[src/rtl/regfile_port_arbiter.sv]
// Two-requester arbiter for a 1R/1W register file: round-robin single issue, dual issue on read+write, lock with timeout.
// Optional macro REGFILE_ARB_FWD_EN forwards concurrent write data to a same-index dual-issue read.
module regfile_port_arbiter #(
  parameter int DATA_WIDTH   = 16,
  parameter int INDEX_WIDTH  = 2,
  parameter int LOCK_TIMEOUT = 8
) (
  input  logic                   clk,
  input  logic                   reset,
  input  logic                   a_req_valid,
  input  logic                   a_req_write,
  input  logic [INDEX_WIDTH-1:0] a_req_index,
  input  logic [DATA_WIDTH-1:0]  a_req_wdata,
  input  logic                   a_req_lock,
  output logic                   a_req_ready,
  output logic                   a_rsp_valid,
  output logic [DATA_WIDTH-1:0]  a_rsp_data,
  input  logic                   b_req_valid,
  input  logic                   b_req_write,
  input  logic [INDEX_WIDTH-1:0] b_req_index,
  input  logic [DATA_WIDTH-1:0]  b_req_wdata,
  input  logic                   b_req_lock,
  output logic                   b_req_ready,
  output logic                   b_rsp_valid,
  output logic [DATA_WIDTH-1:0]  b_rsp_data,
  output logic [INDEX_WIDTH-1:0] rf_read_index,
  input  logic [DATA_WIDTH-1:0]  rf_read_data,
  output logic [INDEX_WIDTH-1:0] rf_write_index,
  output logic                   rf_write_enable,
  output logic [DATA_WIDTH-1:0]  rf_write_data,
  output logic [1:0]             lock_owner,
  output logic                   timeout_pulse
);

  typedef enum logic [1:0] {IDLE = 2'b00, OWN_A = 2'b01, OWN_B = 2'b10} state_t;

  localparam int CNT_W        = (LOCK_TIMEOUT > 1) ? $clog2(LOCK_TIMEOUT) : 1;
  localparam int TIMEOUT_LAST = (LOCK_TIMEOUT > 0) ? LOCK_TIMEOUT - 1 : 0;

  state_t                state_reg, state_next;
  logic                  rr_ptr_reg, rr_ptr_next;   // 0 = A has priority, 1 = B
  logic [CNT_W-1:0]      lock_cnt_reg, lock_cnt_next;
  logic                  timeout_reg, timeout_next;
  logic                  a_rsp_valid_reg, b_rsp_valid_reg;
  logic [DATA_WIDTH-1:0] a_rsp_data_reg, b_rsp_data_reg;

  logic grant_a, grant_b;
  logic a_rd, a_wr, b_rd, b_wr;
  logic contention, lock_a, lock_b, timeout_hit;
  logic [DATA_WIDTH-1:0] read_value;

  assign contention  = a_req_valid && b_req_valid && (a_req_write == b_req_write);
  assign timeout_hit = (LOCK_TIMEOUT != 0) && (lock_cnt_reg == CNT_W'(TIMEOUT_LAST));

  always_comb begin
    grant_a = 1'b0;
    grant_b = 1'b0;
    case (state_reg)
      IDLE: begin
        if (contention) begin
          grant_a = ~rr_ptr_reg;
          grant_b = rr_ptr_reg;
        end else begin
          grant_a = a_req_valid;
          grant_b = b_req_valid;
        end
      end
      OWN_A:   grant_a = a_req_valid;
      OWN_B:   grant_b = b_req_valid;
      default: ;
    endcase
    if (!reset) begin
      grant_a = 1'b0;
      grant_b = 1'b0;
    end
  end

  assign a_req_ready = grant_a;
  assign b_req_ready = grant_b;
  assign a_rd = grant_a & ~a_req_write;
  assign a_wr = grant_a &  a_req_write;
  assign b_rd = grant_b & ~b_req_write;
  assign b_wr = grant_b &  b_req_write;
  assign lock_a = grant_a & a_req_lock;
  assign lock_b = grant_b & b_req_lock;

  // Dual issue only pairs a read with a write, so each port has at most one source.
  always_comb begin
    rf_read_index   = '0;
    rf_write_index  = '0;
    rf_write_data   = '0;
    rf_write_enable = 1'b0;
    if (a_rd)      rf_read_index = a_req_index;
    else if (b_rd) rf_read_index = b_req_index;
    if (a_wr) begin
      rf_write_enable = 1'b1;
      rf_write_index  = a_req_index;
      rf_write_data   = a_req_wdata;
    end else if (b_wr) begin
      rf_write_enable = 1'b1;
      rf_write_index  = b_req_index;
      rf_write_data   = b_req_wdata;
    end
  end

`ifdef REGFILE_ARB_FWD_EN
  assign read_value = (rf_write_enable && (rf_write_index == rf_read_index)) ? rf_write_data : rf_read_data;
`else
  assign read_value = rf_read_data;
`endif

  always_comb begin
    state_next    = state_reg;
    rr_ptr_next   = rr_ptr_reg;
    lock_cnt_next = lock_cnt_reg;
    timeout_next  = 1'b0;
    case (state_reg)
      IDLE: begin
        lock_cnt_next = '0;
        if (contention) rr_ptr_next = ~rr_ptr_reg;
        // Both locking in a dual issue: the priority holder takes ownership.
        if (lock_a && (!lock_b || !rr_ptr_reg)) state_next = OWN_A;
        else if (lock_b)                        state_next = OWN_B;
      end
      OWN_A: begin
        lock_cnt_next = lock_cnt_reg + 1'b1;
        if ((grant_a && !a_req_lock) || timeout_hit) begin
          state_next    = IDLE;
          rr_ptr_next   = 1'b1;
          lock_cnt_next = '0;
          timeout_next  = ~(grant_a && !a_req_lock);
        end
      end
      OWN_B: begin
        lock_cnt_next = lock_cnt_reg + 1'b1;
        if ((grant_b && !b_req_lock) || timeout_hit) begin
          state_next    = IDLE;
          rr_ptr_next   = 1'b0;
          lock_cnt_next = '0;
          timeout_next  = ~(grant_b && !b_req_lock);
        end
      end
      default: state_next = IDLE;
    endcase
  end

  always_ff @(posedge clk) begin
    if (!reset) begin
      state_reg       <= IDLE;
      rr_ptr_reg      <= 1'b0;
      lock_cnt_reg    <= '0;
      timeout_reg     <= 1'b0;
      a_rsp_valid_reg <= 1'b0;
      b_rsp_valid_reg <= 1'b0;
      a_rsp_data_reg  <= '0;
      b_rsp_data_reg  <= '0;
    end else begin
      state_reg       <= state_next;
      rr_ptr_reg      <= rr_ptr_next;
      lock_cnt_reg    <= lock_cnt_next;
      timeout_reg     <= timeout_next;
      a_rsp_valid_reg <= a_rd;
      b_rsp_valid_reg <= b_rd;
      if (a_rd) a_rsp_data_reg <= read_value;
      if (b_rd) b_rsp_data_reg <= read_value;
    end
  end

  assign a_rsp_valid   = a_rsp_valid_reg;
  assign b_rsp_valid   = b_rsp_valid_reg;
  assign a_rsp_data    = a_rsp_data_reg;
  assign b_rsp_data    = b_rsp_data_reg;
  assign lock_owner    = state_reg;
  assign timeout_pulse = timeout_reg;

endmodule

[config.mk]
export PLATFORM = sky130hd
export DESIGN_NAME = regfile_port_arbiter
export DESIGN_NICKNAME = d
export VERILOG_FILES = /design/src/rtl/regfile_port_arbiter.sv
export SDC_FILE = /design/constraint.sdc
export NUM_CORES = 1
export LEC_CHECK = 0
export ABC_AREA = 0
export CORE_MARGIN = 5
export CORE_UTILIZATION = 30
export CTS_CLUSTER_DIAMETER = 60
export CTS_CLUSTER_SIZE = 40
export DETAILED_ROUTE_END_ITERATION = 7
export PLACE_DENSITY = 0.76
export SLEW_MARGIN = 10
export SYNTH_ARGS = -nofsm -noshare
export SYNTH_HDL_FRONTEND = slang
export SYNTH_SLANG_ARGS = --single-unit
[constraint.sdc]
create_clock -name clk -period 2.69 [get_ports clk]
set_clock_uncertainty 0.1 [all_clocks]
set_input_delay 0.538 -clock clk [delete_from_list [all_inputs] [get_ports clk]]
set_output_delay 0.538 -clock clk [all_outputs]
set_load 0.02 [all_outputs]
==> reports/qor.txt <==
cell area after layout: 3660 um2
CP max stage delay: 0.36 ns
Routed WL: 6560 um
Routed Antenna Nets: 0
Worst Hold Path Cells: 2
GR met3 Demand/Resource: 0.0491
Final Hold Vio Count: 0
Peak VDD IR: 264 uV
First-pass DRT Iterations: 4
worst-path cell with the longest stage delay: dfxtp_4
fmax: 0.371 GHz
power per cell area: 443 nW/um2
#FFs+latches synth: 41
worst-margin pin slew: 0.363 ns
Simple-Gate Fraction of Synth Area: 0.177
clock sinks: 41
worst hold path class: register to register
post-route core utilization: 0.569
Synth Area in Adders: 0.0375
GR peak layer: met2
# port buffers: 119
RR Startpoint: lock_owner[1]$_SDFFE_PN0P_
mux contribution to synthesized area: 0.0801
grt met2 use: 0.263
global-route wire length before repair: 10600 um
CTS root buffer: clkbuf_8
WL/cell: 14.9 um
distinct cell type count of the synthesized netlist: 36
slew margin rel.: 0.752
Final min period: 2.70 ns
status: finished, violations left
via count: 2098
Post-Synth XOR/XNOR Area: 0.00813
RR Endpoint: b_rsp_data[3]$_SDFFE_PN0N_
Crit path buffers/inverters: 3
n_diodes: 0
Setup-failing EPs final: 2
most frequent CP cell: and3b_2
clk buf depth: 2
CP Class: register to primary output
H-tree lvl count: 2
pin count of the biggest net entering global routing: 43
DRC: 0
CP max FO: 8
startpoint type of the worst setup path: register
Hold Path Sink: a_rsp_data[6]$_SDFFE_PN0P_
flop-to-flop setup slack: 0.58 ns
leakage power: 1.49 nW
vias in the first global route: 2107
Cells after Synth: 215
grt ovf: 0
fin nets: 429
clk_lat worst skew: 0.28 ns
met1 Use GR: 0.187
starting density of the core: 0.312
CTS tree: done
Ys Warns: 0
Mapped Area: 2000 um2
Final Max Tran Viols: 0
Max-Cap Viols: 0
critical-path cell list: inv_4 > ha_4 > and3b_2 > a211oi_2 > and3b_2 > buf_6 > a22o_1 > buf_2
# IOs: 120
Setup WS post-layout: -0.00837 ns
failing checks: negative setup slack
path depth of the worst reg2reg path: 10
initial antenna violation count: 0
CP required: 2.05 ns
Die X: 91.7 um
Die Span Y: 91.7 um
cts bufs inserted: 5
endpoint class of the critical path: primary output
compound-gate portion of the synthesized area: 0.229
Mapped Nets: 281
DP Wirelength: 5000 um
RSZ-0062 raised after global routing: true
CP delay by family, top: simple AND/OR/NAND/NOR gates
sequential area share after synthesis: 0.410
crit path DAT: 2.06 ns
Tcrit/Tclk final: 1.00
Core ar.: 6420 um2
Die ar.: 8400 um2
gr usage total: 0.152
clk slew on worst S/H paths: 0.08 ns
Layout Cells excl Fill: 440
Avg Cell Area, Syn: 9.31 um2
vias per inst: 4.77
Syn-to-layout area delta: 82.8%
Rows: 29
Starting DRT DRC Count: 60
Routability Congestion: 0.845
Hold Path Origin: a_rsp_data[6]$_SDFFE_PN0P_
Placed Cells: 420
combinational family with the most area after synthesis: compound AO/OA/AOI/OAI gates
Placement Cell Area: 3390 um2
layout cell share with drive strength beyond 1: 0.220
## worst max path at each step
stage | from | to | slack, ns | cells past startpoint
floorplan | lock_owner[0]$_SDFFE_PN0P_ | rf_write_data[0] | 0.05 | 8
global placement | b_req_write | rf_write_data[8] | -0.58 | 7
detailed placement | b_req_write | rf_write_data[5] | -0.65 | 7
CTS | lock_owner[1]$_SDFFE_PN0P_ | rf_write_data[13] | -0.01 | 8
global route | lock_owner[1]$_SDFFE_PN0P_ | rf_write_index[0] | -0.12 | 8
finish | lock_owner[1]$_SDFFE_PN0P_ | rf_write_index[0] | -0.008 | 8
## power breakdown
group / internal, W / switching, W
logic: 0.000275 / 0.000220
clock network: 0.000270 / 0.000199
registers: 0.000638 / 0.0000172
## cell usage in the layout (no fill, tap or decap), types with 2 or more instances in the layout
| cell type | count |
|---|---|
| a211oi_4 | 2 |
| a22o_1 | 20 |
| buf_4 | 31 |
| nor2b_1 | 16 |
| o211a_1 | 2 |
| nand2_1 | 40 |
| dfxtp_1 | 39 |
| clkdlybuf4s50_1 | 91 |
| dlygate4sd2_1 | 6 |
| and3b_1 | 2 |
| buf_6 | 18 |
| mux2i_1 | 16 |
| clkbuf_8 | 5 |
| buf_2 | 7 |
| ha_4 | 3 |
| inv_1 | 5 |
| a21boi_0 | 3 |
| and3b_2 | 2 |
| o21a_1 | 2 |
| a21oi_1 | 3 |
| nand4b_1 | 2 |
| o211ai_1 | 3 |
| o22ai_1 | 2 |
| dfxtp_4 | 2 |
| ha_1 | 3 |
| o21ai_1 | 16 |
## routing by layer
layer  vias up  wire length [um]
met1       968              2770
met4         0                21
met5         -                 0
met3         2               487
met2        78              3290
li1       1050                 -
## stage by stage
stage / setup WS [ns] / setup TNS, ns / hold slack, ns / power [W]
5_1_grt: -0.118 / -1.77 / 0.375 / 0.00170
2_1_floorplan: 0.0498 / 0 / 0.348 / 0.000873
3_5_place_dp: -0.647 / -13.13 / 0.343 / 0.00113
3_3_place_gp: -0.584 / -12.07 / 0.335 / 0.00112
4_1_cts: -0.0143 / -0.0375 / 0.353 / 0.00160
6_report: -0.00837 / -0.0135 / 0.351 / 0.00162
## synth_stat cells (all sizes together)
| library cell | instances | area, um2 |
|---|---|---|
| dfxtp | 41 | 821 |
| nand2 | 40 | 150 |
| a22o | 20 | 175 |
| o21ai | 17 | 85.1 |
| mux2i | 16 | 160 |
| nor2b | 16 | 100 |
| buf | 10 | 75.1 |
| inv | 7 | 26.3 |
| ha | 6 | 75.1 |
| a21oi | 4 | 20.0 |
| and3b | 4 | 35.0 |
| clkbuf | 4 | 15.0 |
| a211oi | 3 | 37.5 |
| a21boi | 3 | 22.5 |
| o211ai | 3 | 22.5 |
| nand4b | 2 | 17.5 |
| o211a | 2 | 20.0 |
| o21a | 2 | 15.0 |
| o22ai | 2 | 12.5 |
| a2111oi | 1 | 8.76 |
| a211o | 1 | 8.76 |
| a21o | 1 | 7.51 |
| a31oi | 1 | 6.26 |
| and2b | 1 | 7.51 |
| and4 | 1 | 8.76 |
| and4bb | 1 | 12.5 |
| nand2b | 1 | 6.26 |
| nand3 | 1 | 5.00 |
| nor2 | 1 | 3.75 |
| o32ai | 1 | 16.3 |
| or4 | 1 | 7.51 |
| xnor2 | 1 | 16.3 |
## tightest hold or removal path, stage by stage (launching register included)
cell     delay, ns
dfxtp_1       0.31
nand2_1       0.05
o21ai_1       0.05
## cell type report
type	instances	area [um2]
fillers	591	2770
well taps	77	96.3
clock inverters	2	35.0
multi-input cells	153	1130
flip-flops and latches	41	828
clock buffers	5	68.8
repair buffers	155	1470
inverters	7	28.8
## kinds of logic after synthesis
| group | count (synthesis) |
|---|---|
| and+or+nand+nor | 69 |
| AOI/OAI and AO/OA | 61 |
| DFF | 41 |
| buffers and inverters | 21 |
| muxes | 16 |
| adders and majority gates | 6 |
| xor gates and xnor gates | 1 |
## what timing repair did
item,4_1_cts,5_1_grt
setup buffers,7,5
pin swaps,6,6
gates resized for setup,99,41
endpoints found under the setup margin,23,22
hold buffers,0,0
cloned,0,1
No activity file was read; power rests on OpenSTA's default activity.
==> RTL change: new RTL, same flow settings <==
Set the parameter `LOCK_TIMEOUT` to 4 (it was 8).
--- a/src/rtl/regfile_port_arbiter.sv
+++ b/src/rtl/regfile_port_arbiter.sv
@@ -3,7 +3,7 @@
 module regfile_port_arbiter #(
   parameter int DATA_WIDTH   = 16,
   parameter int INDEX_WIDTH  = 2,
-  parameter int LOCK_TIMEOUT = 8
+  parameter int LOCK_TIMEOUT = 4
 ) (
   input  logic                   clk,
   input  logic                   reset,
Function: changed (Yosys sat finds a counterexample within 10 cycles, from zero or initial values and one cycle with reset low).
==> RTL change against the unedited design <==
Global-route usage is 0.35 points lower; combinational power is 7.3% lower; largest cell class unchanged; highest routed layer unchanged; total power is 0.87% lower; first-iteration DRC count is 8.3% lower; wire length is 4.3% lower; worst setup slack better by 42 ps; final area is 5.4% lower; non-clock buffer count is 8 lower; maximum frequency is 1.6% higher; largest power group unchanged; synthesized cell count stayed put; sequential cell count is 1 lower; area after synthesis is 2.2% lower.
==> RTL change: results (changes against the unedited design) <==
stage,metric,value,unit,change
layout,nets,420,,-2.1%
power,leakage,1.38,nW,-7.1%
detailed_routing,wl_met2,3.14,mm,-4.6%
grt,antenna_found_initial,0,,unchanged
grt,grt_use_met3,0.0458,,-0.00327
detailed_routing,wl_met3,390,µm,-20%
layout,multi_input_comb_area,0.00111,mm²,-2.4%
layout,drive_above_1_share,0.197,,-0.0238
power,power_frac_clock,0.313,,+0.023
logic_synthesis,synthArstFlopShare,0,,unchanged
placed_design,place_congestion,0.880,,+4.2%
detailed_routing,drtIter0Drc,55,,-8.3%
cts,cts-root-buf,clkbuf_8,,
logic_synthesis,yosysSeqAreaShare,0.409,,-0.00105
layout,signal_buffers,147,,-5.2%
layout,nonClkBufAreaFrac,0.379,,-0.0224
critical_path,critical_path.max_fanout,6,,-2
power,peakVddDrop,0.268,mV,+1.4%
detailed_routing,wire_per_inst,14.5,µm,-2.7%
worst_hold_path,hold_class,flip-flop to flip-flop,,
placed_design,place_hpwl,4.85,mm,-3.1%
layout,num-multi-input-gates,155,,+1.3%
grt,grt_use_total,0.149,,-0.00346
detailed_routing,via_count,2058,,-1.9%
cts,cts_sinks,40,,-2.4%
logic_synthesis,yosysUniqueCellTypes,38,,+5.6%
run_status,status,completed,,
layout,inverters,6,,-1
grt,grtUsageMet1,0.170,,-0.0166
detailed_routing,met1_length,2.71,mm,-2.0%
grt,grt_max_degree,36,,-16%
timing,setup_violations,0,,-2
placed_design,port_buffers,119,,unchanged
grt,use_met2,0.269,,+0.00583
critical_path,rr_worst_depth,8,,-2
layout,clkCellAreaFrac,0.0333,,+0.00487
power,p_comb_frac,0.286,,-0.020
grt,grt_pass1_wl,10.3,mm,-3.1%
critical_path,rrSetupSlack,620,ps,+40 ps
layout,sh_seq_area,0.233,,+0.00635
power,swShare,0.283,,+0.0132
placed_design,dpl_cell_area,0.00338,mm²,-0.18%
logic_synthesis,synthTopCellsByArea,"dfxtp_1 41%, a22o_1 9.0%, mux2i_1 8.2%",,
timing,slew_headroom,0.784,,+0.0319
logic_synthesis,syn_nets,280,,-0.36%
logic_synthesis,ys_top_cells_by_count,"40 x dfxtp_1, 38 x nand2_1, 20 x a22o_1",,
==> RTL change: cell count changes after synthesis, moves of 2 or more <==
cell      before  now
nand2_1       40   38
nand2b_1       1    4
nor2b_1       16   18
o211a_1        2    0
==> RTL change: critical path: stages (launching register included) <==
cell and delay (ps):
dfxtp_2 350, inv_4 80, ha_4 140, and3b_1 190, a211oi_2 230, and3b_2 250
buf_4 160, a22o_1 180, buf_2 160
==> RTL change: through the flow <==
step	power [W]	utilization	instances	setup slack, ps	hold WS, ps
after floorplan	0.000862	-	215	11.6	347
after global placement	0.00112	0.533	423	-488	336
after detailed placement	0.00113	0.533	423	-515	341
after CTS	0.00163	0.541	433	5.00	354
after global routing	0.00169	0.545	433	-62.7	376
final	0.00160	0.545	433	34.1	351
==> RTL change: path summary, 6_finish.rpt <==
kind / endpoint / start
min reg2reg: a_rsp_data[11]$_SDFFE_PN0P_ / a_rsp_data[11]$_SDFFE_PN0P_
max: rf_write_index[0] / lock_owner[1]$_SDFFE_PN0P_
max reg2reg: b_rsp_data[14]$_SDFFE_PN0N_ / lock_owner[0]$_SDFFE_PN0P_
min: a_rsp_data[11]$_SDFFE_PN0P_ / a_rsp_data[11]$_SDFFE_PN0P_
==> RTL change: logic make-up (layout without fill, tap and decap cells) <==
group | Yosys count | after routing | synth area share
AOI/OAI and AO/OA | 60 | 60 | 0.223
xor gates and xnor gates | 1 | 1 | 0.00831
adders and majority gates | 5 | 5 | 0.0320
buffers and inverters | 20 | 161 | 0.0524
DFF | 40 | 40 | 0.409
muxes | 16 | 16 | 0.0818
and+or+nand+nor | 73 | 73 | 0.194
==> RTL change: timing repair <==
item                       CTS  global route
cloned                       0             0
setup endpoints to repair   23            22
buffers inserted             2             0
gates resized for setup     98             8
pin swaps                    3             2
